<file path="src/rtl/pb_conditioner.sv">
// Pushbutton front end: per-button 2-flop sync, debounce FSM, press strobe,
// debounced level and fixed-rate auto-repeat while held.

module pb_lane #(
    parameter int CNT_W         = 25,
    parameter int DB_CYCLES     = 250000,
    parameter int REPEAT_EN     = 1,
    parameter int REPEAT_DELAY  = 25000000,
    parameter int REPEAT_PERIOD = 5000000
) (
    input  logic i_clk,
    input  logic i_rst_n,
    input  logic i_pb_n,
    output logic o_pulse,
    output logic o_level
);
    localparam logic [CNT_W-1:0] DB_LAST  = CNT_W'(DB_CYCLES - 1);
    localparam logic [CNT_W-1:0] RD_LAST  = CNT_W'(REPEAT_DELAY - 1);
    localparam logic [CNT_W-1:0] RP_LAST  = CNT_W'(REPEAT_PERIOD - 1);
    localparam logic [CNT_W-1:0] CNT_SAT  = '1;
    localparam logic [CNT_W-1:0] CNT_ONE  = CNT_W'(1);

    typedef enum logic [2:0] {
        IDLE     = 3'd0,
        PRESS_DB = 3'd1,
        HELD     = 3'd2,
        REPEAT   = 3'd3,
        REL_DB   = 3'd4
    } state_t;

    logic             r_s1;
    logic             r_s2;
    state_t           r_state;
    logic [CNT_W-1:0] r_cnt;
    logic             r_pulse;
    logic             r_level;

    // Synchronizer resets to the released level so reset exit never looks like a press.
    always_ff @(posedge i_clk or negedge i_rst_n) begin
        if (!i_rst_n) begin
            r_s1 <= 1'b1;
            r_s2 <= 1'b1;
        end else begin
            r_s1 <= i_pb_n;
            r_s2 <= r_s1;
        end
    end

    always_ff @(posedge i_clk or negedge i_rst_n) begin
        if (!i_rst_n) begin
            r_state <= IDLE;
            r_cnt   <= '0;
            r_pulse <= 1'b0;
            r_level <= 1'b0;
        end else begin
            r_pulse <= 1'b0;
            case (r_state)
                IDLE: begin
                    if (!r_s2) begin
                        r_state <= PRESS_DB;
                        r_cnt   <= '0;
                    end
                end
                PRESS_DB: begin
                    if (r_s2) begin
                        r_state <= IDLE;
                        r_cnt   <= '0;
                    end else if (r_cnt == DB_LAST) begin
                        r_state <= HELD;
                        r_cnt   <= '0;
                        r_pulse <= 1'b1;
                        r_level <= 1'b1;
                    end else begin
                        r_cnt <= r_cnt + CNT_ONE;
                    end
                end
                HELD: begin
                    if (r_s2) begin
                        r_state <= REL_DB;
                        r_cnt   <= '0;
                    end else if ((REPEAT_EN != 0) && (r_cnt == RD_LAST)) begin
                        r_state <= REPEAT;
                        r_cnt   <= '0;
                        r_pulse <= 1'b1;
                    end else if (r_cnt != CNT_SAT) begin
                        // Without auto-repeat the hold time just parks at full scale.
                        r_cnt <= r_cnt + CNT_ONE;
                    end
                end
                REPEAT: begin
                    if (r_s2) begin
                        r_state <= REL_DB;
                        r_cnt   <= '0;
                    end else if (r_cnt == RP_LAST) begin
                        r_cnt   <= '0;
                        r_pulse <= 1'b1;
                    end else begin
                        r_cnt <= r_cnt + CNT_ONE;
                    end
                end
                REL_DB: begin
                    if (!r_s2) begin
                        // Release bounce: back to held, repeat delay starts over.
                        r_state <= HELD;
                        r_cnt   <= '0;
                    end else if (r_cnt == DB_LAST) begin
                        r_state <= IDLE;
                        r_cnt   <= '0;
                        r_level <= 1'b0;
                    end else begin
                        r_cnt <= r_cnt + CNT_ONE;
                    end
                end
                default: begin
                    r_state <= IDLE;
                    r_cnt   <= '0;
                    r_level <= 1'b0;
                end
            endcase
        end
    end

    assign o_pulse = r_pulse;
    assign o_level = r_level;
endmodule

module pb_conditioner #(
    parameter int NUM_PB        = 4,
    parameter int CNT_W         = 25,
    parameter int DB_CYCLES     = 250000,
    parameter int REPEAT_EN     = 1,
    parameter int REPEAT_DELAY  = 25000000,
    parameter int REPEAT_PERIOD = 5000000
) (
    input  logic              CLK_50,
    input  logic              reset,
    input  logic [NUM_PB-1:0] pb_n,
    output logic [NUM_PB-1:0] pb_pulse,
    output logic [NUM_PB-1:0] pb_level
);
    localparam int MAX_AB  = (DB_CYCLES > REPEAT_DELAY) ? DB_CYCLES : REPEAT_DELAY;
    localparam int MAX_CNT = (MAX_AB > REPEAT_PERIOD) ? MAX_AB : REPEAT_PERIOD;
    localparam longint unsigned CNT_CAP = (64'd1 << CNT_W) - 64'd1;

    generate
        if (64'(MAX_CNT) > CNT_CAP) begin : g_cnt_w_chk
            $error("pb_conditioner: CNT_W too narrow for debounce/repeat counts");
        end
        if ((DB_CYCLES < 2) || (REPEAT_DELAY < 1) || (REPEAT_PERIOD < 1)) begin : g_param_chk
            $error("pb_conditioner: timing parameters out of range");
        end
    endgenerate

    pb_lane #(
        .CNT_W         (CNT_W),
        .DB_CYCLES     (DB_CYCLES),
        .REPEAT_EN     (REPEAT_EN),
        .REPEAT_DELAY  (REPEAT_DELAY),
        .REPEAT_PERIOD (REPEAT_PERIOD)
    ) u_lane [NUM_PB-1:0] (
        .i_clk   (CLK_50),
        .i_rst_n (reset),
        .i_pb_n  (pb_n),
        .o_pulse (pb_pulse),
        .o_level (pb_level)
    );
endmodule

</file>
<file path="config.mk">
export PLATFORM = sky130hd
export DESIGN_NAME = pb_conditioner
export DESIGN_NICKNAME = d
export VERILOG_FILES = /design/src/rtl/pb_conditioner.sv
export SDC_FILE = /design/constraint.sdc
export NUM_CORES = 1
export LEC_CHECK = 0
export BUFFER_PORTS_ARGS = -buffer_cell sky130_fd_sc_hd__buf_2
export CORE_MARGIN = 2
export CORE_UTILIZATION = 39
export CTS_BUF_LIST = sky130_fd_sc_hd__clkbuf_8 sky130_fd_sc_hd__clkbuf_16
export DETAILED_ROUTE_END_ITERATION = 16
export GPL_TIMING_DRIVEN = 0
export SLEW_MARGIN = 30
export SYNTH_ARGS = -nofsm -noshare
export SYNTH_HDL_FRONTEND = slang
export SYNTH_SLANG_ARGS = --single-unit
</file>
<file path="constraint.sdc">
create_clock -name CLK_50 -period 3.45 [get_ports CLK_50]
set_input_delay 0.1725 -clock CLK_50 [delete_from_list [all_inputs] [get_ports CLK_50]]
set_output_delay 0.1725 -clock CLK_50 [all_outputs]
set_load 0.02 [all_outputs]
</file>
# Word-level counts from Yosys, hierarchy flattened
# Cells that the tools add are included.
[word_totals] regBits=128 in_bits=6 out_inout_bits=8 elab_cells=248
[classes] addsub=4 eq_ne=72 n_mux=124 bitwise=4 n_reduce_logical=20
[ops] operator="25-bit 2-to-1 mux" n=36
[ops] operator="25-bit case mux with 5 select lines" n=4
[ops] operator="25-bit by 1-bit adder with 25-bit output (second input constant)" n=4
[ops] operator="25-bit by 18-bit == test with 1-bit output (second input constant)" n=4
[ops] operator="25-bit by 23-bit == test with 1-bit output (second input constant)" n=4
[ops] operator="25-bit == test (second input constant)" n=4
[ops] operator="25-bit != test (second input constant)" n=4
[ops] operator="3-bit 2-to-1 mux" n=32
[ops] operator="3-bit case mux with 5 select lines" n=4
[ops] operator="1-bit 2-to-1 mux" n=40
[ops] operator="5-bit AND reduction" n=8
[ops] operator="2-bit by 1-bit != test with 1-bit output (second input constant)" n=16
[ops] operator="3-bit by 2-bit == test with 1-bit output (second input constant)" n=8
[ops] operator="3-bit by 1-bit != test with 1-bit output (second input constant)" n=8
[ops] operator="1-bit case mux with 3 select lines" n=8
[ops] operator="2-bit != test (second input constant)" n=8
[ops] operator="4-bit by 1-bit != test with 1-bit output (second input constant)" n=4
[ops] operator="3-bit by 1-bit == test with 1-bit output (second input constant)" n=4
[ops] operator="3-bit == test (second input constant)" n=4
[ops] operator="3-bit logical NOT" n=4
[ops] operator="3-bit != test (second input constant)" n=4
[ops] operator="3-bit OR reduction" n=4
[ops] operator="2-bit AND reduction" n=4
[ops] operator="1-bit NOT" n=4

# Depth between registers and ports, before layout
# Gate-level depths: netlist of the first run.
[logic_depth] word_depth=5 ltp_mapped=10 depth_no_buf=8

# Cells and area by module
# A second synthesis of the first run with hierarchy kept.
[hier_totals] cells_unflattened=919 hier_area_um2=8074.0
[by_module_without_submodules] module="pb_lane (u_lane[0] ...)" n_inst=2 cells_per_inst=236 area_per_inst_um2=2073.2 seq_area_each_um2=803.3
[by_module_without_submodules] module="pb_lane (u_lane[3])" n_inst=1 cells_per_inst=232 area_per_inst_um2=2013.2 seq_area_each_um2=803.3
[by_module_without_submodules] module="pb_lane (u_lane[2])" n_inst=1 cells_per_inst=215 area_per_inst_um2=1914.3 seq_area_each_um2=803.3

# Worst setup path after synthesis of the first run
# OpenSTA, ideal clock, no wires.
[synth_timing] path_type="register to register" from="register u_lane[3].r_cnt[20]" to="register u_lane[3].r_cnt[9]" setup_ns=0.121 arrival_ns=2.788 t_required_ns=3.329 slack_ns=0.541 path_stages_with_launch=10 path_buffers=2 period_less_slack_ns=2.909 cell_sequence="dfrtp_1 > or4_1 > or4_1 > or4_1 > buf_2 > o21a_4 > o2bb2ai_4 > buf_6 > a21o_1 > a22o_1"
[synth_between] elab_chain_cells=4 elab_cells_between_ends=14 cone_classes="eq/ne (5); mux (8); reduce/logical (1)"
[synth_lines] item="from (decl)" line_no="34" text="logic [CNT_W-1:0] r_cnt;"
[synth_lines] item="from (signal assigned)" line_no="74" text="r_cnt <= r_cnt + CNT_ONE;"
[synth_lines] item="from (signal assigned)" line_no="87" text="r_cnt <= r_cnt + CNT_ONE;"
[synth_lines] item="from (signal assigned)" line_no="98" text="r_cnt <= r_cnt + CNT_ONE;"
[synth_lines] item="25-bit by 18-bit == test with 1-bit output, or another cell as far along" line_no="68, 106"
[synth_lines] item="25-bit 2-to-1 mux (on tied branches) (2 in series)"
[synth_lines] item="25-bit case mux with 5 select lines" line_no="57" text="case (r_state)"
# Several ways; a longest one is shown, not always the timed one.
# A chain may end at the register's enable or synchronous reset.

# Worst setup path in the final report of the first run
[layout_timing] from="register u_lane[2].r_cnt[11]" to="register u_lane[2].r_cnt[14]"
[layout_between] elab_chain_cells=5 elab_cells_between_ends=16 cone_classes="add/sub (1); eq/ne (5); mux (9); reduce/logical (1)"
[layout_lines] item="from (decl)" line_no="34"
[layout_lines] item="from (signal assigned)" line_no="74"
[layout_lines] item="from (signal assigned)" line_no="87"
[layout_lines] item="from (signal assigned)" line_no="98"
[layout_lines] item="25-bit by 1-bit adder with 25-bit output"
[layout_lines] item="25-bit 2-to-1 mux" line_no="85" text="end else if (r_cnt != CNT_SAT) begin"
[layout_lines] item="25-bit 2-to-1 mux" line_no="81" text="end else if ((REPEAT_EN != 0) && (r_cnt == RD_LAST)) begin"
[layout_lines] item="25-bit 2-to-1 mux" line_no="78" text="if (r_s2) begin"
[layout_lines] item="25-bit case mux with 5 select lines" line_no="57"
# Several ways; a longest one is shown, not always the timed one. The select of a mux whose other input is x is not followed.

==> summary.md, run 1 <==
| Metric | Value |
|---|---|
| Status | complete, no violations |
| Ys async rst share | 100% |
| Mapped Area | 7730 um^2 |
| Layout cell share with drive strength beyond 1 | 9.45% |
| Sum of negative setup slack | 0 ns |
| Register area share after synthesis | 41.5% |
| Global route overflow | 0 |
| Post-Synth XOR/XNOR Area | 0.113% |
| Routed vias | 7172 |
| Top Family by Delay on Critical Path | simple AND/OR/NAND/NOR gates |
| Psw | 0.000825 W |
| Insertion delay to the later sink of the worst-skew pair | 0.43 ns |
| Io pins | 14 |
| Post-synth top cells | dfrtp_1, nand2_1, o21ai_0 |
| ANT nets after route | 0 |
| Syn Nets | 911 |
| Die height | 145 um |
| Synth top area share | 38.8% |
| TritonCTS Sinks | 128 |
| Unrepaired setup endpoints after global routing | false |
| Clk slew on worst S/H paths | 0.06 ns |
| Total iterations of the first detailed-routing run | 9 |
| Seq pwr share | 42.0% |
| Seq. cell area | 3210 um^2 |
| Syn_area_per_cell | 8.58 um^2 |
| DRC Markers | 0 |
| Min Clock Period, post-route | 3.24 ns |
| Arrival @ worst endpoint | 3.54 ns |
| Synth area leader | dfrtp_1 |
| ANT cells | 0 |
| Crit path capture type | flop |
| Iter 0 DRT Violations | 589 |
| Final Hold Vio Count | 0 |
| Worst path slowest cell | or4b_2 |
| Synthesized-area fraction occupied by adder cells | 0.647% |
| Number of synthesized flops with an enable pin | 0 |
| Max Slew Vio Count | 0 |
| First-pass GRT wire length | 33600 um |
| Multi-input gate area | 4200 um^2 |
| Sw frac | 22.6% |
| Peak Freq | 0.309 GHz |
| Reg-to-Reg Start | u_lane[2].r_cnt[11] |
| Tcrit/Tclk final | 93.8% |
| Post-DP HPWL | 13300 um |
| Post-Synthesis Cells | 901 |
| Synth Register Bits | 128 |
| Vias in the first global route | 6647 |
| Core box area | 19500 um^2 |
| Final WS setup | 0.212 ns |
| Logic pwr share | 4.9% |
| Slew headroom | 44.5% |
| CTS tree | done |
| Power, Total | 0.00366 W |
| Worst R2R Setup Slack | 0.21 ns |
| Routed wire per std cell | 16.2 um |
| IO Port Bufs | 13 |
| Hold WC Path Type | input port to async pin |
| Mux contribution to synthesized area | 0.534% |
| Main combinational cell family by area after synthesis | simple AND/OR/NAND/NOR gates |
| FILL cells | 1905 |
| Clock power share | 53.1% |
| Crit path buffers/inverters | 1 |
| Final nets | 949 |
| Worst reg-to-reg path cell count | 8 |
| Area growth syn-to-layout | 14.9% |
| Yosys cell types | 75 |
| Yosys warns | 0 |
| Worst-case clock buffer depth | 2 |
| Most frequent cell after synthesis | dfrtp_1 |
| Area contributors post-synth | dfrtp_1, o21ai_0, nand2_1, nor2_1, nand3_1 |
| Critical path required time | 3.75 ns |
| Die Width | 145 um |
| Initial antenna violation count | 0 |
| Crit-path cells | or4b_2 > or4_1 > or3_1 > a211oi_2 > buf_4 > nor2_1 > nand4_1 > o21ai_0 |
| Die area | 21000 um^2 |
| CP peak stage delay | 0.67 ns |
| FP Rows | 51 |
| Slew @ Worst Pin | 0.833 ns |
| Vias per cell | 5.89 |
| Post-synth top flop | dfrtp_1 |
| IR drop worst, VDD | 0.362 mV |
| Worst setup SP type | flop |
| Setup Skew | 0.0109 ns |
| Leakage power | 3.56 nW |
| Total Wirelength | 19700 um |
| Critical path class | flop to flop |
| Max-cap violations | 0 |
| Post-Synth Simple-Gate Area | 30.1% |
| CTS root buf | clkbuf_16 |
| Power per Cell Area | 411 nW/um^2 |
| H-tree depth | 4 |
| Pin count of the biggest net entering global routing | 66 |
| Placer Congestion | 0.881 |
| GRT Total Usage | 20.1% |
| Postcts setup bufs | 0 |
| Place WS | 0.201 ns |
| Worst R2R End | u_lane[2].r_cnt[14] |
| Synth Area in Compound Gates | 22.5% |
| CP max FO | 10 |
| Int Pwr | 0.00283 W |
| Final hold slack | 0.301 ns |
| Number of buffers created by CTS | 17 |
| Setup violators final | 0 |
| Initial Utilization | 39.7% |
[worst max-delay path by stage]
stage	startpoint	end	slack, ns	cells after the start
6_report	u_lane[2].r_cnt[11]	u_lane[2].r_cnt[14]	0.21	8
5_1_grt	u_lane[0].r_cnt[0]	u_lane[0].r_cnt[2]	0.005	9
4_1_cts	u_lane[1].r_cnt[20]	u_lane[1].r_cnt[5]	0.17	8
3_5_place_dp	u_lane[1].r_cnt[20]	u_lane[1].r_cnt[5]	0.20	8
3_3_place_gp	u_lane[1].r_cnt[20]	u_lane[1].r_cnt[5]	0.19	8
2_1_floorplan	u_lane[3].r_cnt[20]	u_lane[3].r_cnt[9]	0.54	9
[final cells by class]
cell class / count / share of cell area [%]
multi-input cells: 692 / 47.3
well taps: 265 / 3.73
inverters: 24 / 1.01
flip-flops and latches: 128 / 36.2
plain buffers: 57 / 3.00
clock inverters: 12 / 1.85
repair buffers: 19 / 1.72
clock buffers: 20 / 5.25
[power groups by stage]
| stage | Clock [W] | Sequential [W] | Combinational, W |
|---|---|---|---|
| 6_report | 0.00194 | 0.00153 | 0.000180 |
| 5_1_grt | 0.00204 | 0.00154 | 0.000207 |
| 4_1_cts | 0.00197 | 0.00153 | 0.000182 |
| 3_5_place_dp | 0 | 0.00156 | 0.000177 |
| 3_3_place_gp | 0 | 0.00156 | 0.000170 |
| 2_1_floorplan | 0 | 0.00156 | 0.0000994 |
[cell families after synthesis]
family                   Yosys count
AND/OR/NAND/NOR                  431
XOR/XNOR                           1
adder cells (fa/ha/maj)            4
multiplexers                       4
buffers and inverters             81
AO/OA/AOI/OAI                    252
flip-flops                       128
[registers in the layout, summed over array words and instances (netlist names)]
register,cells
u_lane.r_s1,4
u_lane.o_pulse,4
u_lane.o_level,4
u_lane.r_state,12
u_lane.r_cnt,100
u_lane.r_s2,4
[through the flow]
step           cells  util, %  instance area (um^2)
3_5_place_dp    1180     42.0                  8170
4_1_cts         1217     45.5                  8850
6_report        1217     45.6                  8880
3_3_place_gp    1179     41.8                  8130
5_1_grt         1217     45.6                  8880
2_1_floorplan    901        -                  7730
[repair_timing]
item,4_1_cts,5_1_grt
hold endpoints to repair,63,0
endpoints found under the setup margin,0,33
hold buffers,5,0
resized for setup,0,3
[layout by cell type (no fill, tap or decap), types with 13 or more instances in the layout]
cell type,n
nand3_1,49
clkbuf_1,38
a21o_1,15
a22o_1,24
nand2_1,83
o31ai_1,18
o21ai_0,77
nor2b_1,17
clkbuf_16,17
nor2_1,71
or3_1,21
nor4_1,22
and3_1,23
inv_1,25
a21oi_1,25
buf_2,18
dfrtp_1,120
nor3_1,29
a31oi_1,16
and4_1,13
nand2b_1,13
nand4_1,38
[routing by layer]
layer | vias to the layer above | GRT usage, % | share of wire [%]
met5 | - | 0 | 0
met4 | 0 | 4.96 | 1.0
met3 | 17 | 4.80 | 4.2
met2 | 157 | 31.5 | 47
met1 | 3500 | 28.0 | 48
li1 | 3498 | - | -
Power figures use the tool's default switching activity.
==> run 2: changes to the inputs <==
Settings changed: CORE_UTILIZATION 39 to 35, SKIP_LAST_GASP set to 1.
==> run 2 against run 1 <==
Effect of this change: maximum frequency is 0.65% lower; clock-buffer cell count is 2 higher; core utilization is 5.0 points lower; clock power is 10% lower; cell count is 1.2% higher; via count is 0.74% lower; sequential cell count stayed put; hold slack worse by 0.041 ns; global-route usage is 2.9 points lower; clock skew is 0.00078 ns lower.
==> summary.md, run 2 (same netlist as run 1, synthesis figures left out) <==
| Metric | Value |
|---|---|
| Final nets | 949 |
| Unrepaired setup endpoints after global routing | false |
| GRT Total Usage | 17.2% |
| CP max FO | 10 |
| Utilization after layout | 40.6% |
| Power per Cell Area | 391 nW/um^2 |
| Final Hold Vio Count | 0 |
| Vias per cell | 5.78 |
| FILL cells | 2223 |
| Die height | 153 um |
| Max Slew Vio Count | 0 |
| CP peak stage delay | 0.59 ns |
| Post-DP HPWL | 13300 um |
| Final WS setup | 0.191 ns |
| Tcrit/Tclk final | 94.5% |
| Routed wire per std cell | 16.0 um |
| DRC Markers | 0 |
| CTS root buf | clkbuf_16 |
| Peak Freq | 0.307 GHz |
| TritonCTS Sinks | 128 |
| Layout cell share with drive strength beyond 1 | 9.24% |
| IR drop worst, VDD | 0.299 mV |
| Worst path slowest cell | or4_1 |
| Postcts setup bufs | 0 |
| Slew headroom | 42.5% |
| Total Wirelength | 19700 um |
| Vias in the first global route | 6579 |
| Total iterations of the first detailed-routing run | 6 |
| Most frequent cells in the layout | dfrtp_1, nand2_1, o21ai_0 |
| Top Family by Delay on Critical Path | simple AND/OR/NAND/NOR gates |
| Max reg flops | 100 |
| Leakage power | 3.56 nW |
| Routed vias | 7119 |
| Most common cell after layout, fill and taps aside | dfrtp_1 |
| Place WS | 0.173 ns |
| Number of buffers created by CTS | 17 |
| Sum of negative setup slack | 0 ns |
| Initial Utilization | 35.5% |
| CTS tree | done |
| Worst-case clock buffer depth | 2 |
| Hold WC Path Type | input port to async pin |
| Crit-path cells | or4_1 > nor4b_1 > nand3_1 > o32a_1 > a221o_1 > and2_1 > buf_1 > a22o_1 |
| Clk slew on worst S/H paths | 0.05 ns |
| Die Width | 153 um |
| Crit path buffers/inverters | 1 |
| Core box area | 21800 um^2 |
| Placer Congestion | 0.831 |
| H-tree depth | 4 |
| Min Clock Period, post-route | 3.26 ns |
| Initial antenna violation count | 0 |
| Pin count of the biggest net entering global routing | 78 |
| Area growth syn-to-layout | 14.3% |
| Worst setup SP type | flop |
| Crit path capture type | flop |
| IO Port Bufs | 13 |
| First-pass GRT wire length | 33700 um |
| Biggest regs | u_lane.r_cnt x100, u_lane.r_state x12 |
| Die area | 23300 um^2 |
| Iter 0 DRT Violations | 497 |
| Critical path class | flop to flop |
| ANT nets after route | 0 |
| Setup violators final | 0 |
| Max-cap violations | 0 |
| Io pins | 14 |
| Setup Skew | 0.0101 ns |
| ANT cells | 0 |
| Global route overflow | 0 |
| Slew @ Worst Pin | 0.851 ns |
| Critical path required time | 3.76 ns |
| FP Rows | 54 |
| Insertion delay to the later sink of the worst-skew pair | 0.43 ns |
| Status | complete, no violations |
| Reg with most FFs | u_lane.r_cnt |
| Arrival @ worst endpoint | 3.57 ns |
==> run 2: cell count changes in the layout (fill, tap and decap cells not counted), moves of 2 or more <==
| cell | before | now |
|---|---|---|
| bufinv_16 | 4 | 1 |
| clkbuf_1 | 38 | 36 |
| clkbuf_2 | 0 | 2 |
| clkbuf_8 | 3 | 5 |
| clkinvlp_4 | 2 | 0 |
| inv_1 | 25 | 28 |
==> run 2: final timing paths <==
check / startpoint / endpoint / slack (ns) / depth (start not counted)
setup / recovery: u_lane[1].r_cnt[20] / u_lane[1].r_cnt[4] / 0.19 / 8
hold / removal: reset / u_lane[1].r_cnt[19] / 0.26 / 2
setup reg to reg: u_lane[1].r_cnt[20] / u_lane[1].r_cnt[4] / 0.19 / 8
hold reg to reg: u_lane[2].r_s1 / u_lane[2].r_s2 / 0.35 / 0
max in group asynchronous: reset / u_lane[3].r_s2 / 2.44 / 3
min in group CLK_50: u_lane[2].r_s1 / u_lane[2].r_s2 / 0.35 / 0
==> run 2: cell type report <==
class	count	area, um^2	share of cell area (%)
Buffer	57	269	3.04
Clock buffer	22	494	5.59
Clock inverter	10	70.1	0.793
Inverter	24	90.1	1.02
Multi-Input combinational cell	692	4200	47.5
Sequential cell	128	3210	36.3
Tap cell	280	350	3.96
Timing Repair Buffer	19	153	1.73
==> run 2: metal layers <==
metal | share of wire, % | track usage [%]
met1 | 49 | 24.8
met2 | 45 | 26.1
met3 | 4.1 | 3.67
met4 | 1.1 | 4.63
met5 | 0 | 0
==> run 2: power breakdown <==
| part | total [W] | internal, W | leakage [nW] | switching, W |
|---|---|---|---|---|
| clock | 0.00174 | 0.00107 | 0.300 | 0.000675 |
| combinational | 0.000181 | 0.0000549 | 1.51 | 0.000126 |
| sequential | 0.00153 | 0.00152 | 1.75 | 0.0000138 |
| total | 0.00346 | 0.00264 | 3.56 | 0.000814 |
==> run 2: what timing repair did <==
item,CTS,global route
resized for setup,0,7
endpoints found under the hold margin,49,0
endpoints found under the setup margin,0,25
hold buffers,5,0
==> run 2: metrics by stage <==
step / instance area (um^2) / cells / power [W] / hold slack (ns)
detailed placement: 8190 / 1195 / 0.00174 / 0.126
floorplan: 7730 / 901 / 0.00166 / -0.123
global placement: 8150 / 1194 / 0.00173 / 0.277
finish: 8840 / 1232 / 0.00346 / 0.259
CTS: 8800 / 1232 / 0.00348 / 0.287
global route: 8840 / 1232 / 0.00357 / 0.297
